$ cat config.mk
export PLATFORM = sky130hd
export DESIGN_NAME = irq_controller
export DESIGN_NICKNAME = d
export VERILOG_FILES = /design/src/rtl/irq_controller.sv
export SDC_FILE = /design/constraint.sdc
export NUM_CORES = 1
export LEC_CHECK = 0
export ABC_AREA = 1
export CORE_MARGIN = 8
export CORE_UTILIZATION = 48
export CTS_CLUSTER_SIZE = 20
export DETAILED_ROUTE_END_ITERATION = 8
export PLACE_DENSITY = 0.78
export SLEW_MARGIN = 5
export SYNTH_ARGS = -nofsm -noshare
export SYNTH_HDL_FRONTEND = slang
export SYNTH_SLANG_ARGS = --single-unit
$ cat constraint.sdc
create_clock -name clk -period 1.24 [get_ports clk]
set_clock_uncertainty 0.15 [all_clocks]
set_input_delay 0.186 -clock clk [delete_from_list [all_inputs] [get_ports clk]]
set_output_delay 0.186 -clock clk [all_outputs]
set_load 0.1 [all_outputs]
$ cat src/rtl/irq_controller.sv
// Interrupt source for the CPU handshake: synchronises and edge-detects external
// lines, latches pending requests, masks them and runs the request/ack/eoi FSM.
module irq_controller #(
   parameter int N_IRQ = 8,
   parameter int VEC_W = 3
) (
   input  logic             clk,
   input  logic             rst,
   input  logic [N_IRQ-1:0] irq_in,
   input  logic             mask_we,
   input  logic [N_IRQ-1:0] mask_wdata,
   input  logic             int_ack,
   input  logic             eoi,
   output logic             int_sig,
   output logic [VEC_W-1:0] irq_vector,
   output logic             irq_active,
   output logic [N_IRQ-1:0] pending,
   output logic [N_IRQ-1:0] mask
);

   typedef enum logic [1:0] {
      IDLE    = 2'd0,
      REQ     = 2'd1,
      SERVICE = 2'd2
   } state_t;

   state_t             state_q, state_d;
   logic [N_IRQ-1:0]   s1_q, s1_d;
   logic [N_IRQ-1:0]   s2_q, s2_d;
   logic [N_IRQ-1:0]   s3_q, s3_d;
   logic [N_IRQ-1:0]   pending_q, pending_d;
   logic [N_IRQ-1:0]   mask_q, mask_d;
   logic               int_sig_q, int_sig_d;
   logic [VEC_W-1:0]   irq_vector_q, irq_vector_d;
   logic               irq_active_q, irq_active_d;

   logic [N_IRQ-1:0]   rise;
   logic [N_IRQ-1:0]   req;
   logic [N_IRQ-1:0]   clr;
   logic [VEC_W-1:0]   sel_idx;

   always_comb begin
      s1_d = irq_in;
      s2_d = s1_q;
      s3_d = s2_q;
      rise = s2_q & ~s3_q;
      req  = pending_q & ~mask_q;

      // Descending scan so the lowest set index is the one left in sel_idx.
      sel_idx = '0;
      for (int i = N_IRQ - 1; i >= 0; i--) begin
         if (req[i]) sel_idx = VEC_W'(i);
      end

      clr = '0;
      for (int i = 0; i < N_IRQ; i++) begin
         clr[i] = (state_q == REQ) && int_ack && (irq_vector_q == VEC_W'(i));
      end

      // Set is applied after clear so a fresh edge survives its own ack.
      pending_d = (pending_q & ~clr) | rise;
      mask_d    = mask_we ? mask_wdata : mask_q;

      state_d      = state_q;
      int_sig_d    = int_sig_q;
      irq_vector_d = irq_vector_q;
      irq_active_d = irq_active_q;
      case (state_q)
         IDLE: begin
            if (req != '0) begin
               irq_vector_d = sel_idx;
               int_sig_d    = 1'b1;
               state_d      = REQ;
            end
         end
         REQ: begin
            if (int_ack) begin
               int_sig_d    = 1'b0;
               irq_active_d = 1'b1;
               state_d      = SERVICE;
            end
         end
         SERVICE: begin
            if (eoi) begin
               irq_active_d = 1'b0;
               state_d      = IDLE;
            end
         end
         default: begin
            int_sig_d    = 1'b0;
            irq_active_d = 1'b0;
            state_d      = IDLE;
         end
      endcase
   end

   always_ff @(posedge clk) begin
      if (rst) begin
         state_q      <= IDLE;
         s1_q         <= '0;
         s2_q         <= '0;
         s3_q         <= '0;
         pending_q    <= '0;
         mask_q       <= '0;
         int_sig_q    <= 1'b0;
         irq_vector_q <= '0;
         irq_active_q <= 1'b0;
      end else begin
         state_q      <= state_d;
         s1_q         <= s1_d;
         s2_q         <= s2_d;
         s3_q         <= s3_d;
         pending_q    <= pending_d;
         mask_q       <= mask_d;
         int_sig_q    <= int_sig_d;
         irq_vector_q <= irq_vector_d;
         irq_active_q <= irq_active_d;
      end
   end

   assign int_sig    = int_sig_q;
   assign irq_vector = irq_vector_q;
   assign irq_active = irq_active_q;
   assign pending    = pending_q;
   assign mask       = mask_q;

endmodule

==> results.md <==
* Register clock-pin slew on the reported worst setup and hold paths at 130 ps
* Post-synthesis async set-or-reset flop share at 0%
* Max-slew headroom at 70.3%
* R2r setup slk at -240 ps
* Hold Path Cell Cnt at 3
* Violated checks: setup timing
* Fin worst setup slack at -238 ps
* Commonest cells after routing, fill and taps aside: 29 x inv_1, 24 x dfxtp_1, 22 x buf_12, 21 x nor2_1
* GPL Wtd Cong at 0.888
* Worst reg2reg startpoint: pending[1]$_SDFF_PP0_
* Pin count of the biggest net entering global routing at 19
* Reg2reg end: irq_vector[1]$_SDFFE_PP0P_
* Bufs on Longest Clock Path at 2
* Die Wd at 75.5 µm
* Area growth syn-to-layout at 71.5%
* Core ar. at 3360 µm²
* Input/output buffers at 41
* Initial core utilization at 50.4%
* Netlist cell types at 21
* Final ANT Viol Nets at 0
* Primary FF master, synth: dfxtp_1
* Syn nets at 230
* Initial antenna violation count at 0
* Clock sink count at 47
* Final setup viols at 36
* Run status: complete, but fails checks
* Setup crit end kind: register
* Final Slew Violations at 0
* # IOs at 42
* Hold EP: s1_q[2]$_SDFF_PP0_
* Share of cells above drive strength 1 at 46.6%
* DRC Markers at 0
* Cell row count at 21
* P_leak at 1.32 nW
* Cell Area, Synth at 1700 µm²
* Num CTS Buffers at 5
* Avg Cell Area, Syn at 8.12 µm²
* Tmin final at 1480 ps
* Placed cell area at 2580 µm²
* PwrDens at 1390 nW/µm²
* Filler instances at 170
* CP required at 1400 ps
* EDFF count, synth at 0
* Core Util, Final at 86.5%
* Synthesized instance count at 209
* Detailed Routing Iterations Pass 1 at 5
* Yosys Warn Count at 0
* Most common cell after layout, fill and taps aside: inv_1
* Overall Global Routing Usage at 16.7%
* Worst Path Max Fanout at 4
* Min-delay src: irq_in[2]
* R2r worst-path depth at 10
* Die Area at 5690 µm²
* Gr ovfl total at 0
* Routed WL at 5510 µm
* Via count at 1720
* Sequential cell area fraction in the yosys report at 55.5%
* Total of max-cap violations at 0
* Final worst-path cycle share at 119%
* Max frequency at 676 MHz
* H-tree levels at 2
* Seq. cell area at 1020 µm²
* Share of the synthesized area in the top cell type at 55.5%
* DR vias/cell at 5.12
* Multi-input combinational cell area at 628 µm²
* Height of the die at 75.5 µm
* Initial drt markers at 127
* Largest cells by area after synthesis: dfxtp_1 55%, inv_1 8.8%, nand2_1 5.1%
* Hold Crit Class: in -> reg
* VDD IR max at 1.10 mV
* Vias in the first global route at 1513
* Synth Register Bits at 47
* Yosys top cell by area: dfxtp_1
* WP data arrival at 1640 ps
* DR WL/cell at 16.4 µm
* Root Buffer: clkbuf_4
* Post-route cell area at 2910 µm²
* First-pass GRT wire length at 7090 µm
* Ant. Diodes at 0
* RSZ-0062 raised after global routing: yes
* Setup CP Type: reg -> reg
* Final net count at 310
* CTS tree: done
* Fin. Hold Viols at 0
* Dpl hpwl at 3020 µm
* Worst slew pin tran at 445 ps
* Clk Latency, worst-skew pair at 380 ps
* CP startpoint kind: register
## worst max-delay path, cell delays in order (launching register included)
cell,delay [ps]
dfxtp_4,370
buf_6,110
nand2_2,70
nand2_2,90
nor2_4,120
nand2_2,90
nand2_4,120
inv_4,50
o21ai_2,60
nand2_1,80
nor2_1,110
## final cells by class
class / instances / area share [%]
clock buffers: 6 / 1.76
well taps: 46 / 1.98
inverters: 44 / 5.85
clock inverters: 2 / 0.516
flip-flops and latches: 47 / 35.0
repair inverters: 1 / 0.258
repair buffers: 77 / 33.1
multi-input cells: 113 / 21.6
## registers in the layout (all words and copies together) (netlist names)
register,flops
s3_q,8
mask,8
int_sig,1
state_q,2
s2_q,8
pending,8
s1_q,8
irq_active,1
irq_vector,3
## metrics by stage
stage	total power [mW]	setup slack, ps	setup TNS (ps)	hold slack (ps)	cells
after floorplan	2.49	-188	-555	143	209
after CTS	3.86	-119	-1960	166	327
final	4.05	-238	-3910	166	336
after global placement	3.00	-198	-3530	239	310
after global routing	4.20	-291	-5230	159	336
after detailed placement	3.03	-211	-4760	242	310
## cell families (layout without fill, tap and decap cells)
logic type	after synthesis	after routing	synth area share [%]
AND/OR/NAND/NOR	70	70	19.3
buffers and inverters	49	130	11.1
flip-flops	47	47	55.5
AO/OA/AOI/OAI	43	43	14.1
## how the worst max path moves through the flow
stage | from | end | slack, ps | cells after the start
6_report | pending[1]$_SDFF_PP0_ | irq_vector[1]$_SDFFE_PP0P_ | -240 | 10
4_1_cts | pending[2]$_SDFF_PP0_ | pending[2] | -120 | 2
2_1_floorplan | mask[2]$_SDFFE_PP0P_ | int_sig$_SDFFE_PP0P_ | -190 | 8
3_5_place_dp | int_ack | pending[4]$_SDFF_PP0_ | -210 | 6
3_3_place_gp | int_ack | pending[4]$_SDFF_PP0_ | -200 | 6
5_1_grt | pending[7]$_SDFF_PP0_ | irq_vector[0]$_SDFFE_PP0P_ | -290 | 11
## cell usage after synthesis, types with 3 or more instances
cell type and number:
a21oi_1 12, buf_2 4, dfxtp_1 47, inv_1 40
inv_2 4, nand2_1 23, nand2_2 9, nand3_1 10
nor2_1 22, o21ai_0 3, o21ai_1 16, o22ai_1 8
## routing by layer
layer / vias up / global-route usage [%] / part of all wire (%) / wire [µm]
li1: 814 / - / - / -
met1: 797 / 18.5 / 40 / 2220
met2: 97 / 28.3 / 49 / 2700
met3: 12 / 5.39 / 8.8 / 485
met4: 0 / 7.89 / 1.8 / 99
met5: - / 0 / 0 / 0
## where the power goes
group / switching (mW) / total [mW] / internal (mW)
Combinational: 0.943 / 1.56 / 0.612
Clock: 0.507 / 0.790 / 0.282
Sequential: 0.0902 / 1.71 / 1.62
## what timing repair did
| item | CTS | global route |
|---|---|---|
| pin swaps | 1 | 10 |
| endpoints found under the setup margin | 30 | 34 |
| gates cloned | 0 | 1 |
| gates resized for setup | 16 | 24 |
| buffers inserted | 9 | 8 |
| hold buffers | 0 | 0 |
(Power assumes the default switching activity.)
==> RTL edit 1 (config.mk and constraints unchanged) <==
The 3 states of `state_t` get a one-hot encoding in 3 bits.
--- a/src/rtl/irq_controller.sv
+++ b/src/rtl/irq_controller.sv
@@ -18,10 +18,10 @@
    output logic [N_IRQ-1:0] mask
 );
 
-   typedef enum logic [1:0] {
-      IDLE    = 2'd0,
-      REQ     = 2'd1,
-      SERVICE = 2'd2
+   typedef enum logic [2:0] {
+      IDLE    = 3'b001,
+      REQ     = 3'b010,
+      SERVICE = 3'b100
    } state_t;
 
    state_t             state_q, state_d;
Function: no difference found for any inputs over 10 cycles, from zero or initial values and one cycle with rst high; not proved beyond that.
==> RTL edit 1 against the unedited design <==
  * The run still ends with setup timing left
  * Power rose by 13%
  * Area after synthesis up 0.96%
  * Worst setup slack better by 0.022 ns
  * Wire length grew 51%
  * Cell count grew 5.4%
  * Final area increased by 11%
  * Critical path type unchanged
  * Sequential cell count grew 1
  * Global-route usage up 5.9 points
==> RTL edit 1: results (changes against the unedited design) <==
| Metric | Value |
|---|---|
| Status | finished with violations (unchanged) |
| Failing checks | setup timing (unchanged) |
| Post-DR wirelength/cell | 23.53 um (was 16.39 um) |
| DR WL met2 | 3.917 mm (was 2.697 mm) |
| Most frequent cells after synthesis | dfxtp_1 (48), inv_1 (46), nand2_1 (32) (was dfxtp_1 (47), inv_1 (40), nand2_1 (23)) |
| Final worst setup slack | -0.2159 ns (was -0.2384 ns) |
| Syn_area_per_cell | 7.930 um2 (was 8.118 um2) |
| Setup repair bufs after CTS | 10 (was 9) |
| GRT Overall Usage | 0.2262 (was 0.1670) |
| Seq pwr share | 0.396 (was 0.421) |
| Comb pwr | 1.88 mW (was 1.56 mW) |
| Post-place setup slack | -0.3695 ns (was -0.2106 ns) |
| Worst skew pair latency | 0.39 ns |
| Share of cells above drive strength 1 | 0.5065 (was 0.4655) |
| Vias in the first global route | 1974 (was 1513) |
| Setup tns final | -4.639 ns (was -3.912 ns) |
| Cells after DPL | 326 (was 310) |
| HPWL Detailed | 3.315 mm (was 3.023 mm) |
| Clk buf depth | 2 (unchanged) |
| Ranking of synthesized cells by area | dfxtp_1 (56%), inv_1 (10%), nand2_1 (7.0%) (was dfxtp_1 (55%), inv_1 (8.8%), nand2_1 (5.1%)) |
| Routed vias/inst | 5.845 (was 5.119) |
| Post-synthesis sequential area ratio | 0.5610 (was 0.5546) |
| DR iter-0 viols | 242 (was 127) |
| Final setup violation count | 38 (was 36) |
| Arr. time, crit path | 1.59 ns (was 1.64 ns) |
| Hold slack | 0.1606 ns (was 0.1660 ns) |
| Num CTS Buffers | 5 (unchanged) |
| Hold_sp | irq_in[1] (was irq_in[2]) |
| Number of cells on the worst reg-to-reg path | 9 (was 10) |
| Nature of the critical path startpoint | register (unchanged) |
| Final wirelength | 8.331 mm (was 5.506 mm) |
| Worst-case vdd ir drop | 1.318 mV (was 1.104 mV) |
| Top layer in use | met4 (unchanged) |
| Clk pwr share | 0.192 (was 0.195) |
| Met1 WL | 3.079 mm (was 2.224 mm) |
| Clock-pin slew on the worst setup and hold paths | 0.16 ns (was 0.13 ns) |
| Post-DP Area | 0.002704 mm2 (was 0.002584 mm2) |
| Hold EP | s1_q[1]$_SDFF_PP0_ (was s1_q[2]$_SDFF_PP0_) |
| Reg2reg start | mask[2]$_SDFFE_PP0P_ (was pending[1]$_SDFF_PP0_) |
| Largest net degree at the start of global routing | 20 (was 19) |
| GPL Wtd Cong | 0.7869 (was 0.8875) |
| Main synth FF type | dfxtp_1 (unchanged) |
| Slew HR | 0.7160 (was 0.7028) |
| Synth unique cells | 20 (was 21) |
| Leak | 1.467 nW (was 1.319 nW) |
| CP max stage delay | 0.40 ns (was 0.37 ns) |
| Cts repair resizes | 46 (was 16) |
| Pint | 2.753 mW (was 2.510 mW) |
| Antenna violations before repair | 0 (unchanged) |
| Syn Nets | 237 (was 230) |
| Diode count | 0 (unchanged) |
| Met3 WL post-DR | 803 um (was 485 um) |
| First-pass GRT wire length | 9.542 mm (was 7.086 mm) |
-- RTL edit 1: cell count changes after synthesis, moves of 3 or more --
cell and delta:
o21ai_0 +13, o21ai_1 -13, inv_2 -3, inv_1 +6, nand2_2 -9, nand2_1 +9
-- RTL edit 1: cell type report --
type	instances	area [um2]
clock buffer	6	62.56
clock inverter	2	11.26
fill	91	172.7
inverter	48	201.4
multi-input combinational	115	764.5
sequential	48	1044
tap	46	57.56
timing repair buffer	89	1076
-- RTL edit 1: cells by family after synthesis --
kind of cell / Yosys count / share of synthesized area
and+or+nand+nor: 72 / 0.1855
AOI/OAI and AO/OA: 43 / 0.1359
buffers and inverters: 53 / 0.1176
DFF: 48 / 0.5610
-- RTL edit 1: metal layers --
layer,GRT usage,vias to the layer above
li1,-,856
met1,0.2368,984
met2,0.4008,175
met3,0.06184,54
met4,0.1237,0
met5,0,-
==> RTL edit 2 (same settings) <==
Without the edit above. Set the parameter `N_IRQ` to 12 (it was 8).
--- a/src/rtl/irq_controller.sv
+++ b/src/rtl/irq_controller.sv
@@ -1,7 +1,7 @@
 // Interrupt source for the CPU handshake: synchronises and edge-detects external
 // lines, latches pending requests, masks them and runs the request/ack/eoi FSM.
 module irq_controller #(
-   parameter int N_IRQ = 8,
+   parameter int N_IRQ = 12,
    parameter int VEC_W = 3
 ) (
    input  logic             clk,
Ports: changed (resized irq_in, mask, mask_wdata and pending); port bits go from 42 to 58. No check against the original RTL was run, so the function may have changed too.
==> RTL edit 2 against the unedited design <==
  * The flow still finishes with violations (setup timing)
  * Via count is 58% higher
  * Final area rose by 50%
  * Synthesized cell count up 42%
  * Global-route usage up 6.1 points
  * Hold slack worse by 0.067 ns
  * Die area increased by 31%
  * Power increased by 56%
  * Worst setup slack lost 0.43 ns
  * Sequential power is 41% higher
  * Maximum frequency shrank 22%
  * Area after synthesis increased by 41%
  * Sequential cell count is 20 higher
  * Wire length up 87%
  * Count of clock-buffer cells in the layout is 5 higher
  * Largest power group unchanged
==> RTL edit 2: results (changes against the unedited design) <==
| Metric | Value |
|---|---|
| Final setup violation count | 52 (was 36) |
| Layout clock buffers | 11 (was 6) |
| Most frequent cells after synthesis | dfxtp_1 (67), nor2_1 (57), inv_1 (54) (was dfxtp_1 (47), inv_1 (40), nand2_1 (23)) |
| Worst skew pair latency | 0.36 ns (was 0.38 ns) |
| Synth unique cells | 26 (was 21) |
| Status | finished with violations (unchanged) |
| Hold slack | 0.09893 ns (was 0.1660 ns) |
| Seq area share | 0.3324 (was 0.3495) |
| Post-DR wirelength/cell | 20.92 um (was 16.39 um) |
| Failing checks | setup timing (unchanged) |
| Post-place setup slack | -0.4350 ns (was -0.2106 ns) |
| Hold_sp | rst (was irq_in[2]) |
| DR iter-0 viols | 187 (was 127) |
| Multi-input gate area | 943.4 um2 (was 628.1 um2) |
| NonClk Buf Share | 0.3330 (was 0.3310) |
| Leak | 1.949 nW (was 1.319 nW) |
| GPL Wtd Cong | 0.8591 (was 0.8875) |
| Syn Nets | 325 (was 230) |
| Multi-input comb cells | 162 (was 113) |
| Largest net degree at the start of global routing | 36 (was 19) |
| Number of cells on the worst reg-to-reg path | 14 (was 10) |
| Final net count | 448 (was 310) |
| Number of logic inverters in the finished layout | 58 (was 45) |
| Vias in the first global route | 2531 (was 1513) |
| Final wirelength | 10.27 mm (was 5.506 mm) |
| Synth Register Bits | 67 (was 47) |
| Met3 WL post-DR | 977 um (was 485 um) |
| Post-DP Area | 0.003745 mm2 (was 0.002584 mm2) |
| Met1 WL | 3.695 mm (was 2.224 mm) |
| Grt met1 use | 0.2576 (was 0.1852) |
| Share of cells above drive strength 1 | 0.4882 (was 0.4655) |
| Cells after DPL | 455 (was 310) |
| First-pass GRT wire length | 13.04 mm (was 7.086 mm) |
| I/O Buffers | 57 (was 41) |
| HPWL Detailed | 4.688 mm (was 3.023 mm) |
| Register Area | 0.001453 mm2 (was 0.001017 mm2) |
| DR WL met2 | 4.903 mm (was 2.697 mm) |
| Crit path max fanout | 2 (was 4) |
| Reg2reg start | pending[11]$_SDFF_PP0_ (was pending[1]$_SDFF_PP0_) |
| Final worst setup slack | -0.6666 ns (was -0.2384 ns) |
| Tap cells | 67 (was 46) |
| FF-to-FF setup slack | -0.67 ns (was -0.24 ns) |
| Post-synthesis sequential area ratio | 0.5624 (was 0.5546) |
-- RTL edit 2: worst max-delay path, stage by stage (launching register included) --
cell	delay (ns)
dfxtp_4	0.35
inv_2	0.04
nor2_1	0.17
nand2_1	0.12
nand2_1	0.11
nand2_1	0.07
nand2_1	0.11
nand2_1	0.11
nand2_1	0.12
nand2_1	0.07
nand2_1	0.07
nand2_1	0.07
nand2_2	0.10
nand2_2	0.07
a21oi_2	0.11
-- RTL edit 2: what timing repair did --
item                                    4_1_cts  5_1_grt
resized for setup                            42       38
endpoints found under the setup margin       44       58
pin swaps                                    10        9
buffers inserted                             14       13
-- RTL edit 2: logic make-up (layout without fill, tap and decap cells) --
family | count (synthesis) | in the layout | share of synthesized area
and+or+nand+nor | 111 | 111 | 0.2172
buffers and inverters | 67 | 195 | 0.1060
AOI/OAI and AO/OA | 51 | 51 | 0.1144
DFF | 67 | 67 | 0.5624
-- RTL edit 2: how the worst max path moves through the flow --
stage	startpoint	end	slack, ns	cells past startpoint
2_1_floorplan	mask[0]$_SDFFE_PP0P_	irq_vector[1]$_SDFFE_PP0P_	-0.32	8
3_3_place_gp	int_ack	pending[1]$_SDFF_PP0_	-0.44	8
3_5_place_dp	int_ack	pending[8]$_SDFF_PP0_	-0.44	8
4_1_cts	mask[10]$_SDFFE_PP0P_	irq_vector[0]$_SDFFE_PP0P_	-0.17	14
5_1_grt	pending[11]$_SDFF_PP0_	irq_vector[0]$_SDFFE_PP0P_	-0.67	14
6_report	pending[11]$_SDFF_PP0_	irq_vector[0]$_SDFFE_PP0P_	-0.67	14
-- RTL edit 2: power by group --
group / internal, mW / switching, mW / total (mW)
Sequential: 2.27 / 0.137 / 2.41
Combinational: 0.785 / 1.17 / 1.95
Clock: 1.06 / 0.915 / 1.97
Total: 4.12 / 2.22 / 6.33
